`src/rtl/axi_burst_write_ctrl.sv`:
```
// -----------------------------------------------------------------------------
// axi_burst_write_ctrl
//   AXI4 master write-channel controller for the cache back-end. It captures one
//   request (a single word or a full line), then issues it as one AW/W burst
//   with both channels driven concurrently. A SLVERR/DECERR response replays
//   the identical burst, up to MAX_RETRY times. When the retries run out, the
//   completion is flagged with error.
//
// Ports
//   clk, reset        clock; asynchronous active-high reset
//   valid             request strobe; only sampled while idle
//   addr              byte address; low BYTE_W+BURST_W bits are dropped
//   wdata, wstrb      BEATS beats; beat k sits at [k*DATA_W +: DATA_W]
//   ready             one-cycle completion pulse
//   error             pulses with ready when every attempt failed
//   busy              a request is in flight
//   m_axi_aw*         AXI4 write-address channel (master side)
//   m_axi_w*          AXI4 write-data channel (master side)
//   m_axi_b*          AXI4 write-response channel (bid not used)
// -----------------------------------------------------------------------------
module axi_burst_write_ctrl #(
   parameter int              ADDR_W    = 32,
   parameter int              DATA_W    = 32,
   parameter int              BURST_W   = 2,
   parameter int              ID_W      = 1,
   parameter logic [ID_W-1:0] ID        = '0,
   parameter int              MAX_RETRY = 3
) (
   input  logic                              clk,
   input  logic                              reset,
   input  logic                              valid,
   input  logic [ADDR_W-1:0]                 addr,
   input  logic [DATA_W*(2**BURST_W)-1:0]    wdata,
   input  logic [(DATA_W/8)*(2**BURST_W)-1:0] wstrb,
   output logic                              ready,
   output logic                              error,
   output logic                              busy,
   output logic [ID_W-1:0]                   m_axi_awid,
   output logic [ADDR_W-1:0]                 m_axi_awaddr,
   output logic [7:0]                        m_axi_awlen,
   output logic [2:0]                        m_axi_awsize,
   output logic [1:0]                        m_axi_awburst,
   output logic                              m_axi_awlock,
   output logic [3:0]                        m_axi_awcache,
   output logic [2:0]                        m_axi_awprot,
   output logic                              m_axi_awvalid,
   input  logic                              m_axi_awready,
   output logic [DATA_W-1:0]                 m_axi_wdata,
   output logic [DATA_W/8-1:0]               m_axi_wstrb,
   output logic                              m_axi_wlast,
   output logic                              m_axi_wvalid,
   input  logic                              m_axi_wready,
   input  logic [1:0]                        m_axi_bresp,
   input  logic                              m_axi_bvalid,
   output logic                              m_axi_bready
);

   localparam int NBYTES  = DATA_W / 8;
   localparam int BYTE_W  = $clog2(NBYTES);
   localparam int BEATS   = 2 ** BURST_W;
   localparam int LOW_W   = BYTE_W + BURST_W;
   localparam int RETRY_W = (MAX_RETRY > 0) ? $clog2(MAX_RETRY + 1) : 1;
   // One extra bit so the beat counter can reach BEATS without wrapping.
   localparam int CNT_W   = BURST_W + 1;
   localparam int IDX_W   = (BURST_W > 0) ? BURST_W : 1;

   localparam logic [ADDR_W-1:0]  ALIGN_MASK = ~((ADDR_W'(1) << LOW_W) - ADDR_W'(1));
   localparam logic [CNT_W-1:0]   LAST_BEAT  = CNT_W'(BEATS - 1);
   localparam logic [RETRY_W-1:0] RETRY_MAX  = RETRY_W'(MAX_RETRY);

   typedef enum logic [1:0] {
      S_IDLE,
      S_XFER,
      S_RESP
   } state_t;

   state_t                     r_state;
   state_t                     w_next_state;
   logic [ADDR_W-1:0]          r_addr;
   logic [DATA_W*BEATS-1:0]    r_wdata;
   logic [NBYTES*BEATS-1:0]    r_wstrb;
   logic [CNT_W-1:0]           r_beat_cnt;
   logic [RETRY_W-1:0]         r_retry_cnt;
   logic                       r_aw_done;
   logic                       r_w_done;

   logic                       w_awvalid;
   logic                       w_wvalid;
   logic                       w_aw_hs;
   logic                       w_w_hs;
   logic                       w_last_beat;
   logic                       w_accept;
   logic                       w_retry;
   logic [IDX_W-1:0]           w_idx;
   logic                       w_unused_bresp0;

   // Only bresp[1] separates success from failure.
   assign w_unused_bresp0 = m_axi_bresp[0];

   // Constant burst attributes.
   assign m_axi_awid    = ID;
   assign m_axi_awaddr  = r_addr;
   assign m_axi_awlen   = 8'(BEATS - 1);
   assign m_axi_awsize  = 3'(BYTE_W);
   assign m_axi_awburst = (BURST_W == 0) ? 2'b00 : 2'b01;
   assign m_axi_awlock  = 1'b0;
   assign m_axi_awcache = 4'b0011;
   assign m_axi_awprot  = 3'b000;

   // AW and W run independently; each drops its valid once it has completed.
   assign w_awvalid     = (r_state == S_XFER) & ~r_aw_done;
   assign w_wvalid      = (r_state == S_XFER) & ~r_w_done;
   assign w_aw_hs       = w_awvalid & m_axi_awready;
   assign w_w_hs        = w_wvalid & m_axi_wready;
   assign w_last_beat   = (r_beat_cnt == LAST_BEAT);
   assign w_idx         = (BURST_W > 0) ? r_beat_cnt[IDX_W-1:0] : '0;

   assign m_axi_awvalid = w_awvalid;
   assign m_axi_wvalid  = w_wvalid;
   assign m_axi_wlast   = w_wvalid & w_last_beat;
   assign m_axi_wdata   = r_wdata[int'(w_idx) * DATA_W +: DATA_W];
   assign m_axi_wstrb   = r_wstrb[int'(w_idx) * NBYTES +: NBYTES];
   assign busy          = (r_state != S_IDLE);

   // NOTE: sequential state uses non-blocking assignments so every register
   // samples the pre-edge values, independent of block ordering.
   always_ff @(posedge clk or posedge reset) begin
      if (reset) begin
         r_state <= S_IDLE;
      end else begin
         r_state <= w_next_state;
      end
   end

   // NOTE: every output of this block is given a default first, so no path
   // through the case statement can leave one unassigned and infer a latch.
   always_comb begin
      w_next_state = r_state;
      m_axi_bready = 1'b0;
      ready        = 1'b0;
      error        = 1'b0;
      w_accept     = 1'b0;
      w_retry      = 1'b0;
      case (r_state)
         S_IDLE: begin
            if (valid) begin
               w_accept     = 1'b1;
               w_next_state = S_XFER;
            end
         end
         S_XFER: begin
            // Leave as soon as both channels are done, counting a handshake
            // that completes in this very cycle.
            if ((r_aw_done | w_aw_hs) && (r_w_done | (w_w_hs & w_last_beat))) begin
               w_next_state = S_RESP;
            end
         end
         S_RESP: begin
            m_axi_bready = 1'b1;
            if (m_axi_bvalid) begin
               if (!m_axi_bresp[1]) begin
                  ready        = 1'b1;
                  w_next_state = S_IDLE;
               end else if (r_retry_cnt == RETRY_MAX) begin
                  ready        = 1'b1;
                  error        = 1'b1;
                  w_next_state = S_IDLE;
               end else begin
                  w_retry      = 1'b1;
                  w_next_state = S_XFER;
               end
            end
         end
         default: w_next_state = S_IDLE;
      endcase
   end

   always_ff @(posedge clk or posedge reset) begin
      if (reset) begin
         r_beat_cnt  <= '0;
         r_retry_cnt <= '0;
         r_aw_done   <= 1'b0;
         r_w_done    <= 1'b0;
      end else if (w_accept || w_retry) begin
         // A new request and a replay both restart the burst from beat 0.
         r_beat_cnt  <= '0;
         r_aw_done   <= 1'b0;
         r_w_done    <= 1'b0;
         r_retry_cnt <= w_accept ? '0 : r_retry_cnt + RETRY_W'(1);
      end else begin
         if (w_aw_hs) begin
            r_aw_done <= 1'b1;
         end
         if (w_w_hs) begin
            r_beat_cnt <= r_beat_cnt + CNT_W'(1);
            if (w_last_beat) begin
               r_w_done <= 1'b1;
            end
         end
      end
   end

   // NOTE: the request buffers carry no reset; they are always written before
   // being read, so a reset would only cost flops and routing.
   always_ff @(posedge clk) begin
      if (w_accept) begin
         r_addr  <= addr & ALIGN_MASK;
         r_wdata <= wdata;
         r_wstrb <= wstrb;
      end
   end

endmodule

```
`config.mk`:
```
export PLATFORM = sky130hd
export DESIGN_NAME = axi_burst_write_ctrl
export DESIGN_NICKNAME = d
export VERILOG_FILES = /design/src/rtl/axi_burst_write_ctrl.sv
export SDC_FILE = /design/constraint.sdc
export NUM_CORES = 1
export LEC_CHECK = 0
export ABC_AREA = 1
export BUFFER_PORTS_ARGS = -buffer_cell sky130_fd_sc_hd__buf_2
export CORE_MARGIN = 4
export CORE_UTILIZATION = 52
export DETAILED_ROUTE_END_ITERATION = 12
export MAX_ROUTING_LAYER = met4
export PLACE_DENSITY = 0.85
export SLEW_MARGIN = 20
export SYNTH_ARGS = -nofsm -noshare
export SYNTH_HDL_FRONTEND = slang
export SYNTH_SLANG_ARGS = --single-unit
export TNS_END_PERCENT = 5
```
`constraint.sdc`:
```
create_clock -name clk -period 12.3 [get_ports clk]
set_clock_uncertainty 0.2 [all_clocks]
set_input_delay 1.23 -clock clk [delete_from_list [all_inputs] [get_ports clk]]
set_output_delay 1.23 -clock clk [all_outputs]
set_load 0.005 [all_outputs]
```
== Word-level counts from Yosys, hierarchy flattened ==
Index checks and enable logic that the tools add are counted.

* Add/sub/neg operators: 2
* Equal/unequal tests: 7
* Shift-type cells: 2
* Muxes and demuxes: 28
* Bitwise operators: 10
* Reduce and logical (&&, ||, !) cells: 9

{| class="wikitable"
|+ Operators by type and width
! operator !! count
|-
| $shiftx A128 B8 Y32 || 1
|-
| $mux W1 || 21
|-
| $shiftx A16 B5 Y4 || 1
|-
| $mux W2 || 4
|-
| $reduce_bool A2 Y1 || 4
|-
| $and A1 B1 Y1 || 6
|-
| $mux W3 || 2
|-
| $pmux W2 S3 || 1
|-
| $eq A2 B2 Y1 const B || 2
|-
| $ne A2 B2 Y1 const B || 2
|-
| $add A3 B1 Y3 const B || 1
|-
| $eq A3 B2 Y1 const B || 1
|-
| $reduce_and A3 Y1 || 1
|-
| $add A2 B1 Y2 const B || 1
|-
| $eq A2 B1 Y1 const B || 1
|-
| $logic_not A2 Y1 || 1
|-
| $ne A2 B1 Y1 const B || 1
|-
| $not A1 Y1 || 2
|-
| $or A1 B1 Y1 || 2
|-
| $reduce_and A2 Y1 || 1
|-
| $logic_and A1 B1 Y1 || 1
|-
| $logic_or A1 B1 Y1 || 1
|}

* Bits in registers: 181
* Input bits: 184
* Output and inout port bits: 97
* Logic and storage cells: 66

== Logic depth before layout (Yosys ltp) ==
Gate-level depths: netlist (run 1).

* Depth in word-level cells: 8
* Depth in mapped cells: 7
* Depth with buffers taken out: 7

== Worst setup path after synthesis (run 1) ==
OpenSTA, ideal clock, no wires.

* Path type: input to register
* From: input valid
* To: register r_addr[10], in the netlist m_axi_awaddr[10] (enable)
* Setup time: 525 ps
* Data arrival time: 4665 ps
* Data required time: 11575 ps
* Path slack: 6910 ps
* Cell stages on the path: 2
* Path buffers: 0
* Cells stage by stage: nand2_1 -> inv_1

* Word-level cells in the longest chain between the ends: 2

{| class="wikitable"
|+ Ends and longest elaborated chain
! element !! RTL line !! text
|-
| start: declaration || 31 || <nowiki>input logic valid,</nowiki>
|-
| $mux W1 || 146 || <nowiki>if (valid) begin</nowiki>
|-
| $mux W1 || 144 || <nowiki>case (r_state)</nowiki>
|-
| named net w_accept || 92 || <nowiki>logic w_accept;</nowiki>
|-
| end signal: assignment || 207 || <nowiki>r_addr <= addr & ALIGN_MASK;</nowiki>
|-
| end: declaration || 79 || <nowiki>logic [ADDR_W-1:0] r_addr;</nowiki>
|}

The timed path passes the listed nets, and every way through them passes these cells.
A chain may end at the register's enable or synchronous reset.

== Final worst setup path (run 1) ==
* From: register r_beat_cnt[0]
* To: output m_axi_wlast

* Word-level cells in the longest chain between the ends: 2

{| class="wikitable"
|+ Ends and longest elaborated chain
! element !! RTL line !! text
|-
| start: declaration || 82 || <nowiki>logic [CNT_W-1:0] r_beat_cnt;</nowiki>
|-
| start signal: assignment || 195 || <nowiki>r_beat_cnt <= r_beat_cnt + CNT_W'(1);</nowiki>
|-
| $eq A3 B2 Y1 || 115 || <nowiki>assign w_last_beat = (r_beat_cnt == LAST_BEAT);</nowiki>
|-
| $and A1 B1 Y1 || 120 || <nowiki>assign m_axi_wlast = w_wvalid & w_last_beat;</nowiki>
|-
| end: declaration || 50 || <nowiki>output logic m_axi_wlast,</nowiki>
|}

No other way between the ends.

==> results.md, run 1 <==
Status:
- The flow ran to the end, and the final reports show no timing, DRC or antenna violations.

Global route:
- Entering global routing, the biggest net connects just over 90 pins.
- The number of antenna violations at the first check in global routing is 0.
- The overflow left after global routing is 0.
- The via count of the first global-routing pass is around 4700.
- Global routing used roughly a fifth of the available tracks across all layers.
- The first-pass GRT wire length is 23.2 mm.

Synth:
- Synthesis instantiated 26 different standard cells from the library.
- The share of the Yosys chip area taken by registers is between 70% and 80%.
- After synthesis the cells add up to a little under 7000 um^2.
- The synthesis warning total is 0.
- The synthesized instance count is ~470.
- Counting flops and latches in the post-synthesis netlist gives 181.
- Averaged over all synthesized cells, the footprint is around 15 um^2.

Place:
- Detailed placement finished with a half-perimeter wire length of 11.0 mm.
- The placer's final routability congestion estimate is 0.830.
- In this run the cell area measured after placement is between 8000 and 9000 um^2.
- After detailed placement, the design holds a cell count of 873.
- The count of port buffers added during placement is about 250.

Setup path:
- The highest fanout seen on the critical path is between 70 and 80.
- The path type of the worst setup path is reg -> out.
- The register-to-register setup slack is approximately 9.6 ns.
- The worst setup path is launched from a flop.
- The worst register-to-register path ends at r_wdata[126].
- The data required time of the critical path is about 11 ns.
- The worst reg2reg path depth is 4.
- The origin of the critical flop-to-flop path is r_state[0].
- The arrival time of data at the critical path endpoint is about 2.2 ns.
- The critical path endpoint category is an output pin.

Detailed routing:
- The violation count after the first detailed-routing iteration is around 360.
- The total wire length after detailed routing is 15.7 mm.
- In the routed design, unresolved DRC markers number 0.
- For this block, the via count after detailed routing is around 4700.
- The routed length per instance is about 17 um.
- After detailed routing, the number of vias per cell comes to around 5.2.
- The first detailed-routing pass ran for 5 iterations.
- The number of nets still failing antenna checks after routing is 0.

Clocking:
- At the later pin of the worst-skew pair, clock insertion delay measures approximately 0.41 ns.
- The total clock buffers created by CTS is 17.
- The number of buffers inserted to repair setup after CTS is 0.
- The CTS root buffer is sky130_fd_sc_hd__clkbuf_16.
- After clock tree synthesis, the repair step resized 0 gates.
- The number of sinks handled by clock tree synthesis is 181.
- The TritonCTS clock tree is yes.
- For this design, the CTS-stage hold fixing added 0 buffers.
- After clock tree synthesis, the clock-pin slew on the worst setup and hold paths is around 0.060 ns.
- The clock passes through at most 2 buffers.
- The count of H-tree levels built during CTS is 4.

Die:
- The die height is ~120 um.
- The floorplan step defined a die boundary enclosing 15100 um^2.
- The starting density of the core is between 50% and 60%.
- The core region is around 13000 um^2.
- The top-level I/O count is about 280.
- The width of the chip is 123 um.
- The floorplan row count is 41.

Cells and area:
- The total inserted antenna cells is 0.
- Compared with the post-synthesis result, the final layout area differs by 26.9%.
- The post-layout instance area is about 8700 um^2.
- The leading cell type in the layout, fill and taps excluded is sky130_fd_sc_hd__buf_2.
- The final cell count without fillers is 904.
- In the final layout, the share of cells above drive strength 1 is 39.6%.
- The top cell types in the final layout, fill and taps aside, are sky130_fd_sc_hd__buf_2, sky130_fd_sc_hd__edfxtp_1, sky130_fd_sc_hd__nor2_1, sky130_fd_sc_hd__o21ai_0, sky130_fd_sc_hd__o22ai_1.
- The final net count is about 910.

Power and ir drop:
- Summing internal, switching and leakage power gives around 0.0018 W.
- Summed over all cells, the static leakage comes to between 3 and 4 nW.
- The ratio of total power to cell area is between 200 and 250 nW/um^2.
- Across the VDD grid, the largest voltage drop is about 0.12 mV.

Timing:
- Headroom to the max-slew limit came out at between 40% and 50%.
- Setup repair after global routing left no endpoint under its margin.
- Adding up every negative setup slack in the final design gives 0 ns.
- The minimum hold slack is between 0.3 and 0.4 ns.
- The share of the clock period used by the worst path is between 20% and 30%.
- The minimum clock period is 3.59 ns.
- The maximum clock rate is 279 MHz.
- Setup violations remaining at the end of the flow were counted as 0.
- The slew of the pin with the lowest slew margin is slightly below 0.8 ns.
- The count of final hold-check violations came to 0.
- The max-slew violation count came to 0.

Hold path:
- The worst hold path begins at r_retry_cnt[1].
- The worst hold path terminates at r_retry_cnt[1].
- The hold-critical path depth is 2.
- The class of the tightest hold or removal check is reg -> reg.

Run:
- Across the run, the number of max-cap violations was 0.
==> flip-flops by register name (all words and copies together), names as in the netlist <==
name and count:
r_wdata 128, r_wstrb 16, r_beat_cnt 3, r_state 2, r_retry_cnt 2, m_axi_awaddr 28, r_aw_done 1, r_w_done 1
==> critical path, stage by stage, from the launching register on <==
cell and delay (ns):
sky130_fd_sc_hd__dfrtp_2 0.38, sky130_fd_sc_hd__buf_4 0.57, sky130_fd_sc_hd__ha_1 0.28, sky130_fd_sc_hd__ha_1 0.16, sky130_fd_sc_hd__nor3b_1 0.19, sky130_fd_sc_hd__buf_2 0.15
==> report_power, final <==
part	internal, W	total [W]	switching [W]	leakage [nW]
registers	0.000821	0.000854	0.0000329	1.71
logic	0.000166	0.000481	0.000315	1.56
clock network	0.000297	0.000514	0.000216	0.269
total	0.00128	0.00185	0.000564	3.53
==> kinds of logic (layout without fill, tap and decap cells) <==
kind of cell	Yosys count	after routing	share of synthesized area [%]
fa+ha+maj	3	3	0.547
buf+inv	65	301	5.42
compound gates	113	113	8.90
other cells	2	26	0.109
flops	181	181	78.6
simple gates	107	107	6.33
xor+xnor	1	1	0.128
==> Yosys cell counts, drive strengths merged <==
master | number | share of area [%]
nor3b | 1 | 0.11
ha | 3 | 0.55
buf | 38 | 3.8
xor2 | 1 | 0.13
dfrtp | 9 | 3.3
clkbuf | 10 | 0.62
nor2 | 82 | 4.6
nand4 | 1 | 0.091
o22ai | 36 | 3.3
nand2 | 20 | 1.2
nand3 | 3 | 0.29
o21ai | 73 | 5.3
edfxtp | 172 | 75
clkinv | 1 | 0.055
inv | 16 | 0.91
conb | 2 | 0.11
a21oi | 4 | 0.29
==> worst max path at each step <==
stage,from,endpoint
final,r_beat_cnt[0],m_axi_wlast
after global routing,r_beat_cnt[0],m_axi_wlast
after CTS,r_beat_cnt[0],m_axi_wlast
after detailed placement,valid,r_wstrb[10]
after global placement,valid,r_wdata[124]
after floorplan,valid,m_axi_awaddr[10]
==> metrics by stage <==
stage | setup slack (ns) | util, %
CTS | 8.68 | 68.1
global route | 8.56 | 68.2
floorplan | 6.91 | -
global placement | 8.71 | 63.7
finish | 8.71 | 68.2
detailed placement | 8.64 | 63.7
==> layer usage <==
metal	part of all wire, %	global-route usage [%]
met1	34	22.4
met2	54	37.1
met3	9.5	6.36
met4	2.2	8.75
met5	0	-
==> final cells by class <==
type                       instances  area (um^2)
sequential                       181         5390
fill                             889         4070
timing repair buffer             253         1280
multi-input combinational        250         1190
clock buffer                      18          429
tap                              172          215
clock inverter                    13          131
inverter                          17         71.3
Power figures use the tool's default switching activity.
==> run 2: changes to the inputs <==
--- a/config.mk
+++ b/config.mk
@@ -8,10 +8,10 @@
 export ABC_AREA = 1
 export BUFFER_PORTS_ARGS = -buffer_cell sky130_fd_sc_hd__buf_2
 export CORE_MARGIN = 4
-export CORE_UTILIZATION = 52
+export CORE_UTILIZATION = 43
 export DETAILED_ROUTE_END_ITERATION = 12
 export MAX_ROUTING_LAYER = met4
-export PLACE_DENSITY = 0.85
+export PLACE_DENSITY = 0.75
 export SLEW_MARGIN = 20
 export SYNTH_ARGS = -nofsm -noshare
 export SYNTH_HDL_FRONTEND = slang
==> constraint.sdc (replaced) <==
create_clock -name clk -period 3 [get_ports clk]
set_clock_uncertainty 0.2 [all_clocks]
set_input_delay 0.3 -clock clk [delete_from_list [all_inputs] [get_ports clk]]
set_output_delay 0.3 -clock clk [all_outputs]
set_load 0.005 [all_outputs]
==> results.md, run 2 (synthesis gave the netlist of run 1 again) <==
Status:
- The run finished with clean final reports.

Cells and area:
- The library cell used most frequently in the layout, excluding fill and tap cells, is sky130_fd_sc_hd__buf_2.
- The post-layout instance area is roughly 11000 um^2.
- The top cell types in the final layout, fill and taps aside, are sky130_fd_sc_hd__buf_2, sky130_fd_sc_hd__dlygate4sd3_1, sky130_fd_sc_hd__edfxtp_1, sky130_fd_sc_hd__nor2_1, sky130_fd_sc_hd__o21ai_0.
- The filler cell count is ~1000.
- Cells with a size suffix above 1 make up between 30% and 40% of the layout.
- The post-synthesis to final-layout area growth is 55.1%.
- The final net count is between 1000 and 1500.
- The top register by number of flip-flops is r_wdata.
- The flip-flop count of the largest register after layout is ~130.

Setup path:
- The arrival time of data at the critical path endpoint is roughly 2.3 ns.
- STA classifies the critical path endpoint as an output pin.
- In this run the worst path has a maximum fanout of 73.
- In this run the register-to-register setup slack is between 0.7 and 0.8 ns.
- The data required time of the critical path is about 2.5 ns.
- The critical path is of the reg -> out type.
- The worst setup path is launched from a flop.

Detailed routing:
- The number of nets still failing antenna checks after routing is 0.
- The total wire length after detailed routing is approximately 20 mm.
- The violation count after the first detailed-routing iteration is ~350.
- The routed layout has 5563 vias.
- For this run, the detailed router's first-pass iteration total came to 5.
- After detailed routing, the number of remaining DRC violations is 0.
- The post-detailed-route via-to-cell ratio is a little under 5.
- The routed length per instance is about 18 um.

Global route:
- The layer flagged by global routing as most heavily used is met2.
- In the global route stage, met3 resource usage came out at under 10%.
- The number of antenna violations at the first check in global routing came to 1.
- Entering global routing, the biggest net connects 74 pins.
- The overflow left after global routing is 0.
- Global routing used 38.3% of the available met2 tracks.
- In the global route stage, met1 resource usage came out at 26.7%.
- The first global-routing pass estimated about 30 mm of wire.
- The overall track demand over capacity in global routing is 23.0%.
- The via count of the first global-routing pass is a little under 6000.

Power and ir drop:
- Overall power consumption after layout is estimated at about 0.008 W.
- The switching power is between 0.002 and 0.003 W.
- The sequential fraction of design power is 44.4%.
- The ratio of total power to cell area is roughly 750 nW/um^2.
- The internal portion of the total power is approximately 0.0054 W.
- The highest ir drop seen on vdd is 0.406 mV.
- The static leakage is between 4 and 5 nW.
- Net switching is between 30% and 40% of the power.
- The clock network power share is approximately 28%.
- Of the total power, combinational logic draws ~28%.

Timing:
- The remaining max-slew budget at the tightest pin is a little under half.
- The maximum clock rate is between 300 and 400 MHz.
- The tightest hold path in the finished design has a slack of ~0.11 ns.
- Setup repair after global routing left no endpoint under its margin.
- Of the available clock period, the critical path in the final layout requires between 90% and 100%.
- The max-slew violation count is 0.
- Setup violations remaining at the end of the flow were counted as 0.
- The clock period could shrink to 2.80 ns.
- The count of final hold-check violations was 0.
- The slew of the pin with the lowest slew margin is between 0.7 and 0.8 ns.

Clocking:
- The count of H-tree levels built during CTS is 4.
- The total clock buffers created by CTS is 17.
- The CTS root buffer is sky130_fd_sc_hd__clkbuf_16.
- The clock transition at the register clock pins on the worst setup and hold paths after CTS is around 0.07 ns.
- Clock latency on the worst-skew pair, taken at its later pin, is ~0.42 ns.
- The buffer depth of the longest clock path is 2.
- CTS saw roughly 180 sinks.
- TritonCTS built the clock tree.
- Post-CTS timing repair inserted 0 buffers for setup.

Die:
- The starting density of the core is between 40 and 50%.
- The placeable core area is 15400 um^2.
- The top-level I/O count is ~280.
- The initialized floorplan defines 45 standard-cell rows.
- The die height is around 130 um.
- The die covers 18000 um^2.
- In this run the horizontal extent of the chip is about 130 um.

Place:
- The placer's final routability congestion estimate is around 0.75.
- Port buffering added 249 buffers.
- The post-detailed-placement half-perimeter wirelength is about 10 mm.
- Once placement finished, the instance area stood at 8290 um^2.

Hold path:
- The min-delay analysis places its worst path in the category in -> reg.

Run:
- The number of max-cap violations is 0.
==> run 2: changes by cell type in the layout (fill, tap and decap cells not counted), moves of 3 or more <==
cell / delta
sky130_fd_sc_hd__buf_4: +5
sky130_fd_sc_hd__inv_6: -3
sky130_fd_sc_hd__inv_8: +5
sky130_fd_sc_hd__dlygate4sd3_1: +176
sky130_fd_sc_hd__buf_12: +3
sky130_fd_sc_hd__clkinv_4: +3
==> run 2: cell type report <==
| cell class | count | area, um^2 | area share [%] |
|---|---|---|---|
| repair buffers | 436 | 3130 | 29.4 |
| clock inverters | 15 | 165 | 1.55 |
| flip-flops and latches | 181 | 5390 | 50.7 |
| multi-input cells | 250 | 1190 | 11.2 |
| well taps | 211 | 264 | 2.48 |
| diodes | 1 | 2.50 | 0.0235 |
| clock buffers | 17 | 425 | 4.00 |
| inverters | 17 | 70.1 | 0.659 |
==> run 2: worst paths after layout <==
check | cells past startpoint | start | end
hold reg to reg | 2 | r_retry_cnt[1] | r_retry_cnt[1]
max in group asynchronous | 3 | reset | r_beat_cnt[0]
setup reg to reg | 4 | r_state[0] | r_wdata[60]
setup / recovery | 4 | r_beat_cnt[0] | m_axi_wdata[17]
min in group asynchronous | 3 | reset | r_retry_cnt[0]
hold / removal | 5 | m_axi_awready | r_aw_done
==> run 2: layer usage <==
layer	vias to the layer above	wire length, um
met4	0	685
met1	2605	7520
met3	55	1660
li1	2536	-
met2	367	10400
met5	-	0
==> run 2: through the flow <==
stage	worst slack, ns	utilization (%)	std cells	TNS, ns
2_1_floorplan	-0.707	-	496	-121.97
3_3_place_gp	0.699	53.7	919	0
3_5_place_dp	0.673	53.7	919	0
4_1_cts	0.207	69.0	1127	0
5_1_grt	0.0561	69.0	1128	0
6_report	0.204	69.0	1128	0
==> run 2: power by group through the flow <==
stage          clock network, W  registers, W  logic (W)
3_5_place_dp                  0       0.00359    0.00200
3_3_place_gp                  0       0.00358    0.00198
2_1_floorplan                 0       0.00357    0.00119
4_1_cts                 0.00224       0.00354    0.00218
6_report                0.00222       0.00356    0.00223
5_1_grt                 0.00238       0.00360    0.00246
==> run 2: timing repair <==
item,in CTS,in global routing
resized for setup,0,0
hold endpoints to repair,186,0
hold buffers,176,0
==> run 2: worst max-delay path, stage by stage, from the launching register on <==
cell and delay, ns:
sky130_fd_sc_hd__dfrtp_2 0.63, sky130_fd_sc_hd__inv_4 0.63, sky130_fd_sc_hd__o21ai_0 0.19, sky130_fd_sc_hd__o22ai_1 0.21, sky130_fd_sc_hd__buf_2 0.16
==> run 3: changes to the inputs <==
--- a/config.mk
+++ b/config.mk
@@ -6,12 +6,13 @@
 export NUM_CORES = 1
 export LEC_CHECK = 0
 export ABC_AREA = 1
+export ABC_CLOCK_PERIOD_IN_PS = 3000
 export BUFFER_PORTS_ARGS = -buffer_cell sky130_fd_sc_hd__buf_2
 export CORE_MARGIN = 4
-export CORE_UTILIZATION = 43
+export CORE_UTILIZATION = 40
 export DETAILED_ROUTE_END_ITERATION = 12
 export MAX_ROUTING_LAYER = met4
-export PLACE_DENSITY = 0.75
+export PLACE_DENSITY = 0.71
 export SLEW_MARGIN = 20
 export SYNTH_ARGS = -nofsm -noshare
 export SYNTH_HDL_FRONTEND = slang
==> results.md, run 3 (synthesis gave the netlist of run 1 again) <==
Clocking:
- The clock latency of the later-clocked register in the worst-skew pair is roughly 0.42 ns.
- The buffer depth of the longest clock path is 2.
- The total clock buffers created by CTS is 17.
- The CTS root buffer is sky130_fd_sc_hd__clkbuf_16.
- The count of H-tree levels built during CTS is 4.
- After clock tree synthesis, the clock-pin slew on the worst setup and hold paths is ~0.070 ns.
- The TritonCTS clock tree is yes.
- The number of buffers inserted to repair setup after CTS is 0.
- CTS saw ~180 sinks.

Setup path:
- The critical path endpoint category is an output pin.
- Of all nets on the critical path, the largest fanout is 21.
- The slowest stage of the critical path belongs to the cell sky130_fd_sc_hd__inv_1.
- In this run the critical register-to-register path is launched from r_state[0].
- For the worst setup path, the data required time is around 2.5 ns.
- STA classifies the critical path startpoint as a flop.
- STA puts the critical path data arrival time at ~2 ns.
- The source of the critical timing path is r_beat_cnt[1].
- By startpoint and endpoint, the worst setup path is classified as reg -> out.
- The critical path goes through inv_1, buf_12, o21ai_0, o22ai_1, buf_2.
- The maximum single-stage delay on the critical path is between 0.4 and 0.5 ns.

Detailed routing:
- The violation count after the first detailed-routing iteration is between 300 and 400.
- The routed length per instance is 17.9 um.
- The post-detailed-route via-to-cell ratio is around 4.8.
- The count of nets left with antenna violations once routing finished came out at 0.
- The routed design has 20.3 mm of wire.
- After detailed routing, the number of remaining DRC violations is 0.
- The total number of vias is around 5500.
- Before antenna repair, the detailed router went through 5 iterations.

Timing:
- The minimum clock period is roughly 2.6 ns.
- The slew of the pin with the lowest slew margin is roughly 0.75 ns.
- The max-slew violation count is 0.
- The share of the clock period used by the worst path is a little under nine tenths.
- Headroom to the max-slew limit came out at 50.2%.
- The post-route worst setup slack is about 0.45 ns.
- Setup repair after global routing left no endpoint under its margin.
- The count of final hold-check violations is 0.
- Setup total negative slack on the finished layout was measured at 0 ns.
- Final hold analysis gives a worst-case slack of approximately 0.099 ns.
- The maximum clock rate is 392 MHz.
- The setup violation total in the final timing report is 0.

Global route:
- The via count of the first global-routing pass is 5965.
- Global routing consumed, over all layers together, a little over a fifth of the routing resources.
- The number of antenna violations at the first check in global routing is 1.
- The pin count of the biggest net entering global routing is between 100 and 150.
- The overflow left after global routing is 0.
- The first-pass GRT wire length is between 30 and 40 mm.

Place:
- The post-detailed-placement half-perimeter wirelength is 10.8 mm.
- The placer's final routability congestion estimate is ~0.80.
- The count of port buffers added during placement is 249.
- At the placement stage, the worst setup path has a slack of ~0.87 ns.

Cells and area:
- In the layout the commonest cells are sky130_fd_sc_hd__buf_2, sky130_fd_sc_hd__dlygate4sd3_1, sky130_fd_sc_hd__edfxtp_1, sky130_fd_sc_hd__nor2_1, sky130_fd_sc_hd__o21ai_0.
- The area growth from synthesis to layout is 55.2%.
- The top register by number of flip-flops is r_wdata.
- The library cell used most frequently in the layout, excluding fill and tap cells, is sky130_fd_sc_hd__buf_2.
- For this run, the share of the core covered by cells in the final layout is 63.7%.
- The filler cell count is 1167.
- The multi-input gate area in the final layout is 1190 um^2.
- The flip-flop count of the largest register after layout is around 130.
- The final net count is ~1100.
- The sequential standard cell area is approximately 5400 um^2.
- Of the cells placed in the final design, the portion with a size suffix greater than 1 is 32.7%.

Hold path:
- The min-delay analysis places its worst path in the category in -> reg.
- The startpoint identified for the worst hold timing path is m_axi_awready.

Status:
- The flow ran to the end, and the final reports show no timing, DRC or antenna violations.

Run:
- The number of max-cap violations is 0.

Die:
- The placeable core area is roughly 17000 um^2.
- Row generation in the floorplan step produced 47 rows.
- Measured along the x axis, the die boundary spans about 140 um.
- The starting density of the core is 41.1%.
- From bottom edge to top edge, the die measures ~140 um.
- During I/O placement, the number of pins put on the boundary was ~280.
- The die area is 19300 um^2.

Power and ir drop:
- In this run the power density over the cells is about 760 nW/um^2.
- Summed over all cells, the static leakage comes to approximately 4.3 nW.
- Across the VDD grid, the largest voltage drop is a little under 0.4 mV.
## run 3: changes by cell type in the layout (fill, tap and decap cells not counted), sizes merged
cell / previous run / this run
bufinv: 1 / 2
buf: 260 / 254
inv: 21 / 22
clkinvlp: 3 / 1
## run 3: cell type report
cell class / count / area share (%)
diodes: 1 / 0.0235
inverters: 17 / 0.658
clock buffers: 17 / 4.00
well taps: 220 / 2.59
clock inverters: 15 / 1.80
flip-flops and latches: 181 / 50.6
repair buffers: 430 / 29.1
multi-input cells: 250 / 11.2
## run 3: worst paths after layout
check | to | slack [ns] | depth (start not counted)
max | m_axi_wdata[17] | 0.45 | 5
min | r_aw_done | 0.1 | 5
max reg2reg | r_wdata[55] | 1.11 | 4
min reg2reg | r_retry_cnt[1] | 0.30 | 2
max in group asynchronous | r_beat_cnt[0] | 2.13 | 3
min in group asynchronous | r_state[1] | 0.19 | 3
## run 3: worst max-delay path, delay by kind of cell (launching register included)
family                 cells  cell delay [ns]
AOI/OAI and AO/OA          2             0.34
DFF                        1             0.38
buffers and inverters      3             0.90
## run 3: what timing repair did
item                                   4_1_cts  5_1_grt
setup endpoints to repair                    0        0
endpoints found under the hold margin      187        0
hold buffers                               176        0
resized for setup                            0        0
## run 3: layer usage
layer,track usage (%),routed length [um],part of all wire (%),vias to the layer above
li1,-,-,-,2529
met1,23.5,7460,37,2584
met2,36.9,10600,52,313
met3,5.52,1580,7.8,54
met4,9.22,656,3.2,0
met5,-,0,0,-
## run 3: stage by stage
step / instances / instance area, um^2 / total power (W)
6_report: 1131 / 10600 / 0.00811
3_3_place_gp: 922 / 8260 / 0.00557
3_5_place_dp: 922 / 8260 / 0.00562
4_1_cts: 1130 / 10600 / 0.00809
2_1_floorplan: 496 / 6960 / 0.00476
5_1_grt: 1131 / 10600 / 0.00853
## run 3: report_power, final
group          total, W  internal [W]  switching, W  leakage, nW
combinational   0.00230      0.000884       0.00141         2.31
sequential      0.00351       0.00336      0.000152         1.71
clock           0.00230       0.00127       0.00103        0.305
